$ cat src/rtl/decryption.sv
// Fully pipelined keyed block decryptor: one ciphertext word per clock, plaintext ROUNDS cycles later.
// Optional macro DECRYPTION_VALID_EN adds an in_valid/out_valid sideband pipelined with each word.
module decryption #(
    parameter int N      = 8,
    parameter int ROUNDS = 4
) (
    input  logic         clock,
    input  logic [N-1:0] key,
    input  logic [N-1:0] e_data,
    output logic [N-1:0] data,
    input  logic         reset
`ifdef DECRYPTION_VALID_EN
    ,
    input  logic         in_valid,
    output logic         out_valid
`endif
);

    // Round key: key rotated left by (r mod N), XORed with the zero-extended round number plus one.
    function automatic logic [N-1:0] round_key(input logic [N-1:0] k, input int r);
        int sh;
        sh = r % N;
        return ((k << sh) | (k >> (N - sh))) ^ N'(r + 1);
    endfunction

    // Inverse of y = rotl(x ^ rk, 1) + rk.
    function automatic logic [N-1:0] dec_round(input logic [N-1:0] y, input logic [N-1:0] k,
                                               input int r);
        logic [N-1:0] rk;
        logic [N-1:0] d;
        rk = round_key(k, r);
        d  = y - rk;
        return {d[0], d[N-1:1]} ^ rk;
    endfunction

    logic [N-1:0] data_reg   [ROUNDS];
    logic [N-1:0] key_reg    [ROUNDS];
    logic [N-1:0] round_next [ROUNDS];

    // Stage gi+1 undoes round ROUNDS-1-gi, so the highest round is peeled off first.
    generate
        for (genvar gi = 0; gi < ROUNDS; gi++) begin : g_stage
            if (gi == 0) begin : g_first
                assign round_next[gi] = dec_round(e_data, key, ROUNDS - 1);
            end else begin : g_later
                assign round_next[gi] = dec_round(data_reg[gi-1], key_reg[gi-1], ROUNDS - 1 - gi);
            end
        end
    endgenerate

    always_ff @(posedge clock) begin
        if (reset) begin
            for (int i = 0; i < ROUNDS; i++) begin
                data_reg[i] <= '0;
                key_reg[i]  <= '0;
            end
        end else begin
            key_reg[0] <= key;
            for (int i = 0; i < ROUNDS; i++) begin
                data_reg[i] <= round_next[i];
            end
            for (int i = 1; i < ROUNDS; i++) begin
                key_reg[i] <= key_reg[i-1];
            end
        end
    end

    assign data = data_reg[ROUNDS-1];

`ifdef DECRYPTION_VALID_EN
    logic [ROUNDS-1:0] valid_reg;

    always_ff @(posedge clock) begin
        if (reset) begin
            valid_reg <= '0;
        end else begin
            valid_reg[0] <= in_valid;
            for (int i = 1; i < ROUNDS; i++) begin
                valid_reg[i] <= valid_reg[i-1];
            end
        end
    end

    assign out_valid = valid_reg[ROUNDS-1];
`endif

endmodule

$ cat config.mk
export PLATFORM = sky130hd
export DESIGN_NAME = decryption
export DESIGN_NICKNAME = d
export VERILOG_FILES = /design/src/rtl/decryption.sv
export SDC_FILE = /design/constraint.sdc
export NUM_CORES = 1
export LEC_CHECK = 0
export CAP_MARGIN = 20
export CORE_MARGIN = 5
export CORE_UTILIZATION = 36
export CTS_CLUSTER_SIZE = 12
export DETAILED_ROUTE_END_ITERATION = 6
export DONT_BUFFER_PORTS = 1
export GPL_TIMING_DRIVEN = 0
export HOLD_SLACK_MARGIN = 0.12
export PLACE_DENSITY = 0.58
export SLEW_MARGIN = 15
export SYNTH_ARGS = -nofsm -noshare
export SYNTH_HDL_FRONTEND = slang
export SYNTH_SLANG_ARGS = --single-unit
export TNS_END_PERCENT = 1
$ cat constraint.sdc
create_clock -name clock -period 4.12 [get_ports clock]
set_clock_uncertainty 0.15 [all_clocks]
set_input_delay 0.412 -clock clock [delete_from_list [all_inputs] [get_ports clock]]
set_output_delay 0.412 -clock clock [all_outputs]
set_load 0.01 [all_outputs]
# ---- Yosys cells after proc, flatten, opt, wreduce, memory -nomap -nowiden
# Memory sizes are Yosys's and may differ from the RTL's.
# Cells that the tools add are included.
dict set report totals {
  ram_bits 64
  ff_bits 0
  elab_cells 36
  mem_count 2
  out_inout_bits 8
  inputBits 18
}
# memory depth word_bits read_ports rd_ports_with_merged_regs write_ports line_no
set mem_list {}
lappend mem_list {data_reg 4 8 4 0 4 36} ;# logic [N-1:0] data_reg [ROUNDS];
lappend mem_list {key_reg 4 8 3 0 4 37} ;# logic [N-1:0] key_reg [ROUNDS];
dict set report op_classes {
  addsub 4
  muxes 11
  bitwise 19
}
# operator count
set ops {}
lappend ops {{8-bit 2-to-1 mux} 8}
lappend ops {{8-bit subtractor} 4}
lappend ops {{8-bit bitwise XOR} 4}
lappend ops {{1-bit OR} 8}
lappend ops {{8-bit by 1-bit OR with 8-bit output} 1}
lappend ops {{8-bit by 2-bit OR with 8-bit output} 1}
lappend ops {{8-bit by 3-bit OR with 8-bit output} 1}
lappend ops {{1-bit 2-to-1 mux} 3}
lappend ops {{1-bit inverter} 3}
lappend ops {{2-bit inverter} 1}

# ---- Depth between registers and ports, before layout
# Gate-level depths: netlist (run 1).
dict set report logic_depth {
  ltp_word 5
  depth_mapped 8
  ltp_nobuf 8
}

# ---- Worst setup path before layout (run 1)
# No wires, ideal clock.
dict set report synth_path {
  kind {reg-to-reg}
  from {mem key_reg[1][4] (netlist: key_reg[0][12])}
  to {mem data_reg[2][4]}
  arrival_time_ns 1.643
  path_stages_with_launch 7
  n_path_buf 0
  setup_slack_ns 2.205
  required_ns 3.848
  cell_sequence {dfxtp_1 -> inv_1 -> ha_1 -> xnor2_1 -> nor4_1 -> a311o_1 -> a311o_1}
}
# element line_no
set synth_rtl {}
lappend synth_rtl {{start: declaration} 37}
lappend synth_rtl {{end: declaration} 36}

==> results.py, run 1 <==
metrics = {
    "critical_path": {
        "arrival_ns": 2.14,
        "crit_family": "compound AO/OA/AOI/OAI gates",
        "cp_num_buf_inv": 1,
        "slowest_delay_ns": 0.35,
        "crit_chain": "inv_1 -> ha_1 -> xnor2_1 -> nor4_1 -> a311o_1 -> a311o_1",
        "crit_fanout": 5,
        "cp_common_cell": "a311o_1",
        "required_ns": 4.16,
        "cpMaxStageDelayCell": "dfxtp_1",
        "endpoint_kind": "flop",
        "start_kind": "flop",
        "critical_path_class": "reg -> reg",
    },
    "route": {
        "drt_iter0_markers": 54,
        "dr_total_vias": 2333,
        "ant_nets": 0,
        "firstDrtPassIters": 4,
        "postRouteWirelength_um": 6157,
        "via_per_inst": 4.932,
        "route.detailed.drc": 0,
        "wl_per_cell_um": 13.02,
    },
    "clock_tree": {
        "cts.sinks": 56,
        "clockBufferDepth": 2,
        "ctsHoldBuffers": 7,
        "tritoncts": "yes",
        "postCtsSetupRepairBufs": 0,
        "cts_resized": 0,
        "cts-buffers-inserted": 5,
        "clk_latency_ns": 0.30,
        "cts_htree_levels": 2,
        "cts_root_buffer": "clkbuf_8",
        "clkSlewWorstSetupHoldPaths_ns": 0.10,
    },
    "yosys": {
        "async_reset_ff_share_pct": 0,
        "synth_area_um2": 3138,
        "syn_inst": 351,
        "yosysWarnings": 0,
        "ys_seq_elements": 56,
        "yosysTopAreaCell": "dfxtp_1",
        "syn-num-nets": 403,
        "synth.avg_cell_area_um2": 8.940,
        "synth_area_leaders": "dfxtp_1 (36%), ha_1 (12%), xnor2_1 (8.1%)",
        "synth_top_area_share_pct": 35.73,
        "ys_types": 42,
        "yosysMostFrequentCell": "dfxtp_1",
        "synth.top_cells.by_count": "dfxtp_1 (56), inv_1 (40), nor2_1 (34)",
        "synth_seq_area_share_pct": 35.73,
        "synth_edf_count": 0,
        "synthFlopType": "dfxtp_1",
    },
    "final_layout": {
        "nFillCells": 878,
        "final_util_pct": 39.85,
        "area_growth_syn_to_layout_pct": 9.131,
        "drive_above_1_share_pct": 3.014,
        "diodes": 0,
        "multi_input_area_um2": 1834,
        "seqCellArea_um2": 1121,
        "largest_reg_flops": 32,
        "layout.nets": 417,
    },
    "timing": {
        "finalCritPeriodShare_pct": 50.97,
        "fin_tns_setup_ns": 0,
        "tightest_slew_ns": 0.6064,
        "slew-limit-headroom_pct": 59.57,
        "max_freq_mhz": 476.2,
        "setup-violations-final": 0,
        "rsz0062_at_grt": "false",
        "hold_viol": 0,
        "finalCriticalPeriod_ns": 2.100,
        "slew_viol_final": 0,
    },
    "placement": {
        "gp_congestion": 0.9038,
        "port_buffers": 0,
        "hpwl_um": 4748,
    },
    "floorplanning": {
        "dieWidth_um": 103.4,
        "rows": 34,
        "ios": 26,
        "core_um2": 8593,
        "die_h_um": 103.4,
        "dieArea_um2": 10680,
        "start_util_pct": 36.52,
    },
    "grt": {
        "use_met1_pct": 13.86,
        "first_global_vias": 2348,
        "top_usage_layer": "met2",
        "grtUsageTotal_pct": 12.09,
        "grt_use_met2_pct": 22.50,
        "grt_pass1_wl_um": 10180,
        "grt_start_max_net_pins": 17,
        "gr-usage-met3_pct": 2.951,
        "grt-ovfl-total": 0,
        "antenna_found_initial": 0,
    },
    "power_and_ir_drop": {
        "internal_power_mw": 1.080,
        "switchingPower_uw": 567.7,
        "power_frac_comb_pct": 41.4,
        "clock_power_share_pct": 16.7,
        "seqPwrFrac_pct": 41.9,
        "power_density_nw_per_um2": 481.0,
        "ir_worst_vdd_uv": 166.9,
        "leakagePower_nw": 1.382,
        "swShare_pct": 34.46,
    },
    "worst_hold_path": {
        "min-delay-path-class": "in -> reg",
    },
    "run_status": {
        "outcome": "complete, no violations",
    },
    "flow_run": {
        "drv_cap": 0,
    },
}
worst reg2reg max path, stage by stage, from the launching register on:
cell and delay, ns:
dfxtp_1 0.35, inv_1 0.07, ha_1 0.35, xnor2_1 0.33, nor4_1 0.10, a311o_1 0.33
a311o_1 0.31
cells by family (layout without fill, tap and decap cells):
group | Yosys count | count (layout) | synth area share, %
compound gates | 57 | 57 | 12.28
buf+inv | 48 | 62 | 5.821
fa+ha+maj | 34 | 34 | 14.51
xor+xnor | 43 | 43 | 12.00
flops | 56 | 56 | 35.73
mux | 3 | 3 | 0.9570
simple gates | 110 | 110 | 18.70
final timing paths:
path | from | endpoint | slack, ns | cells after the start
setup / recovery | key_reg[0][12] | data_reg[2][4] | 2.02 | 6
hold / removal | key[6] | key_reg[0][6] | 0.16 | 2
setup reg to reg | key_reg[0][12] | data_reg[2][4] | 2.02 | 6
hold reg to reg | key_reg[0][3] | key_reg[0][11] | 0.34 | 2
stage by stage:
stage | instances | setup slack [ns] | hold WS, ns | instance area [um2] | power, mW
6_report | 473 | 2.020 | 0.1643 | 3425 | 1.647
2_1_floorplan | 351 | 2.205 | 0.2964 | 3138 | 1.260
3_3_place_gp | 459 | 2.103 | 0.3191 | 3273 | 1.363
4_1_cts | 473 | 2.043 | 0.1604 | 3425 | 1.662
5_1_grt | 473 | 1.918 | 0.1628 | 3425 | 1.785
3_5_place_dp | 459 | 2.067 | 0.3205 | 3273 | 1.379
final cells by class:
class	instances	area share, %
plain buffers	8	0.9499
clock inverters	2	0.3654
inverters	40	4.384
multi-input cells	247	53.56
well taps	108	3.946
flip-flops and latches	56	32.74
repair buffers	7	2.046
clock buffers	5	2.010
layer usage:
metal | vias up | wire, um
met2 | 47 | 3030
li1 | 1243 | -
met5 | - | 0
met3 | 6 | 285
met4 | 0 | 72
met1 | 1037 | 2768
power by group through the flow:
stage	logic (mW)	registers [mW]	clock network, mW
floorplan	0.564	0.696	0
global placement	0.660	0.704	0
detailed placement	0.674	0.705	0
CTS	0.683	0.692	0.287
global route	0.774	0.704	0.307
finish	0.682	0.690	0.276
placed cells by master, fill, tap and decap left out, drive strengths merged, types with 6 or more instances in the layout:
| master | count |
|---|---|
| nor4 | 9 |
| o21a | 8 |
| nand2 | 11 |
| nor2b | 10 |
| xor2 | 14 |
| inv | 40 |
| dfxtp | 56 |
| nand3 | 7 |
| o21ai | 9 |
| buf | 6 |
| xnor2 | 29 |
| a21oi | 12 |
| ha | 30 |
| nor3 | 6 |
| dlygate4sd3 | 7 |
| clkbuf | 7 |
| nor2 | 34 |
| or3 | 6 |
Note: power is estimated with default switching activity, not from simulation.
==> inputs of run 2 (changes only) <==
Settings changed: ABC_AREA set to 1, PLACE_DENSITY 0.58 to 0.6.
Clock period 4.12 ns to 1.74 ns, I/O delays scaled along.
==> results.py, run 2 <==
metrics = {
    "critical_path": {
        "crit_chain": "inv_1 -> ha_1 -> fa_2 -> o21ai_2 -> nand3b_1 -> a21oi_1 -> nor2_1",
        "slowest_delay_ns": 0.37,
        "cp_num_buf_inv": 1,
        "cpMaxStageDelayCell": "fa_2",
        "critical_path_class": "reg -> reg",
        "crit_path_end": "data_reg[1][5]",
        "reg2reg_depth": 7,
        "endpoint_kind": "flop",
        "crit_fanout": 3,
        "required_ns": 1.79,
        "critical_path_depth": 7,
        "r2r_slack_ns": 0.03,
        "r2r-end": "data_reg[1][5]",
        "r2r-start": "key_reg[0][6]",
        "startpoint": "key_reg[0][6]",
        "start_kind": "flop",
        "arrival_ns": 1.75,
        "crit_family": "adder cells",
    },
    "clock_tree": {
        "clkSlewWorstSetupHoldPaths_ns": 0.09,
        "cts.sinks": 56,
        "postCtsSetupRepairBufs": 0,
        "cts_htree_levels": 2,
        "clk_latency_ns": 0.30,
        "cts_root_buffer": "clkbuf_8",
        "clockBufferDepth": 2,
        "tritoncts": "yes",
        "cts-buffers-inserted": 5,
    },
    "final_layout": {
        "multi_input_area_um2": 1658,
        "seqCellArea_um2": 1122,
        "layout.nets": 481,
        "finish.instance_area_um2": 3445,
        "drive_above_1_share_pct": 6.061,
        "diodes": 0,
        "mostFrequentLayoutCells": "nand2_1 (78), inv_1 (72), dfxtp_1 (55)",
        "nFillCells": 828,
        "area_growth_syn_to_layout_pct": 12.97,
        "largest_reg_flops": 32,
        "final_common_cell": "nand2_1",
    },
    "route": {
        "via_per_inst": 4.318,
        "firstDrtPassIters": 5,
        "wl_per_cell_um": 9.830,
        "ant_nets": 0,
        "dr_total_vias": 2306,
        "route.detailed.drc": 0,
        "postRouteWirelength_um": 5249,
        "drt_iter0_markers": 58,
    },
    "worst_hold_path": {
        "min-delay-path-class": "in -> reg",
        "holdPathStages": 3,
    },
    "timing": {
        "slew_viol_final": 0,
        "rsz0062_at_grt": "true",
        "setup-violations-final": 0,
        "timing.hold.ws_ns": 0.1335,
        "slew-limit-headroom_pct": 64.28,
        "finalCritPeriodShare_pct": 98.19,
        "hold_viol": 0,
        "max_freq_mhz": 585.3,
        "finalCriticalPeriod_ns": 1.708,
        "tightest_slew_ns": 0.5358,
        "worst_slack_ns": 0.03156,
    },
    "yosys": {
        "async_reset_ff_share_pct": 0,
        "synth.avg_cell_area_um2": 7.492,
        "ys_seq_elements": 56,
        "synth_seq_area_share_pct": 36.77,
        "ys_types": 20,
        "syn-num-nets": 459,
        "yosysWarnings": 0,
        "synth_area_um2": 3049,
        "synthFlopType": "dfxtp_1",
        "synth_area_leaders": "dfxtp_1 (37%), ha_1 (12%), nand2_1 (9.7%)",
        "yosysMostFrequentCell": "nand2_1",
        "synth.top_cells.by_count": "nand2_1 (79), inv_1 (73), dfxtp_1 (56)",
        "syn_inst": 407,
        "synth_edf_count": 0,
        "yosysTopAreaCell": "dfxtp_1",
        "synth_top_area_share_pct": 36.77,
    },
    "grt": {
        "grtUsageTotal_pct": 11.07,
        "gr-usage-met3_pct": 2.457,
        "grt_pass1_wl_um": 9183,
        "grt_start_max_net_pins": 17,
        "antenna_found_initial": 0,
        "first_global_vias": 2257,
        "grt_use_met2_pct": 19.04,
        "top_usage_layer": "met2",
        "grt-ovfl-total": 0,
        "use_met1_pct": 12.94,
    },
    "placement": {
        "place_ws_ns": -0.05640,
        "hpwl_um": 4119,
        "gp_congestion": 0.8362,
        "dpl_cell_area_um2": 3181,
        "port_buffers": 0,
    },
    "power_and_ir_drop": {
        "leakagePower_nw": 1.673,
        "power_frac_comb_pct": 36.0,
        "switchingPower_mw": 1.179,
        "ir_worst_vdd_uv": 427.9,
        "swShare_pct": 34.00,
        "seqPwrFrac_pct": 45.5,
        "internal_power_mw": 2.288,
        "clock_power_share_pct": 18.5,
        "power_density_nw_per_um2": 1007,
    },
    "flow_run": {
        "drv_cap": 0,
    },
    "run_status": {
        "outcome": "complete, no violations",
    },
    "floorplanning": {
        "dieArea_um2": 10410,
        "start_util_pct": 37.11,
        "core_um2": 8217,
        "die_h_um": 102.0,
        "ios": 26,
        "rows": 33,
        "dieWidth_um": 102.0,
    },
}
[run 2: area by class of cell]
| cell class | instances | area share, % |
|---|---|---|
| Sequential cell | 56 | 32.58 |
| Clock buffer | 5 | 1.998 |
| Clock inverter | 2 | 0.3632 |
| Buffer | 5 | 0.6902 |
| Timing Repair Buffer | 15 | 4.359 |
| Tap cell | 105 | 3.814 |
| Inverter | 74 | 8.064 |
| Multi-Input combinational cell | 272 | 48.13 |
[run 2: stage by stage]
step | power [mW] | utilization [%] | std cells | setup TNS (ns)
after detailed placement | 2.786 | 38.71 | 512 | -0.08077
after CTS | 3.477 | 41.59 | 534 | 0
final | 3.467 | 41.92 | 534 | 0
after floorplan | 2.587 | - | 407 | 0
after global placement | 2.760 | 38.71 | 512 | -0.04425
after global routing | 3.781 | 41.92 | 534 | -0.1897
[run 2: per-layer routing]
layer	routed length (um)	up-vias	share of wire (%)
li1	-	1304	-
met1	2381	943	45
met2	2445	47	47
met3	235	12	4.5
met4	188	0	3.6
met5	0	-	0
[run 2: worst min path at each step]
stage / from / endpoint / slack, ns
after floorplan: reset / data_reg[0][3] / 0.10
after global placement: reset / data_reg[0][3] / 0.11
after detailed placement: reset / data_reg[0][3] / 0.11
after CTS: key[5] / data_reg[0][7] / 0.12
after global routing: e_data[5] / data_reg[0][5] / 0.15
final: key[5] / data_reg[0][7] / 0.13
[run 2: power by group through the flow]
stage	clock (mW)	sequential [mW]	combinational (mW)
2_1_floorplan	0	1.59	0.992
3_3_place_gp	0	1.61	1.15
3_5_place_dp	0	1.61	1.17
4_1_cts	0.672	1.58	1.22
5_1_grt	0.722	1.60	1.46
6_report	0.642	1.58	1.25
[run 2: timing repair]
item,4_1_cts,5_1_grt
pin swaps,1,0
endpoints found under the hold margin,31,0
gates resized for setup,2,11
setup endpoints to repair,3,9
hold buffers,15,0
[run 2: kinds of logic (layout without fill, tap and decap cells)]
family | after synthesis | after routing | share of synthesized area [%]
DFF | 56 | 56 | 36.77
AOI/OAI and AO/OA | 53 | 53 | 9.069
buffers and inverters | 79 | 101 | 9.889
xor gates and xnor gates | 28 | 28 | 8.043
and+or+nand+nor | 157 | 157 | 21.30
adders and majority gates | 34 | 34 | 14.94
[run 2: worst reg2reg max path, stage by stage, from the launching register on]
cell and delay [ns]:
dfxtp_2 0.34, inv_1 0.06, ha_1 0.20, fa_2 0.37, o21ai_2 0.15, nand3b_1 0.12, a21oi_1 0.15, nor2_1 0.07
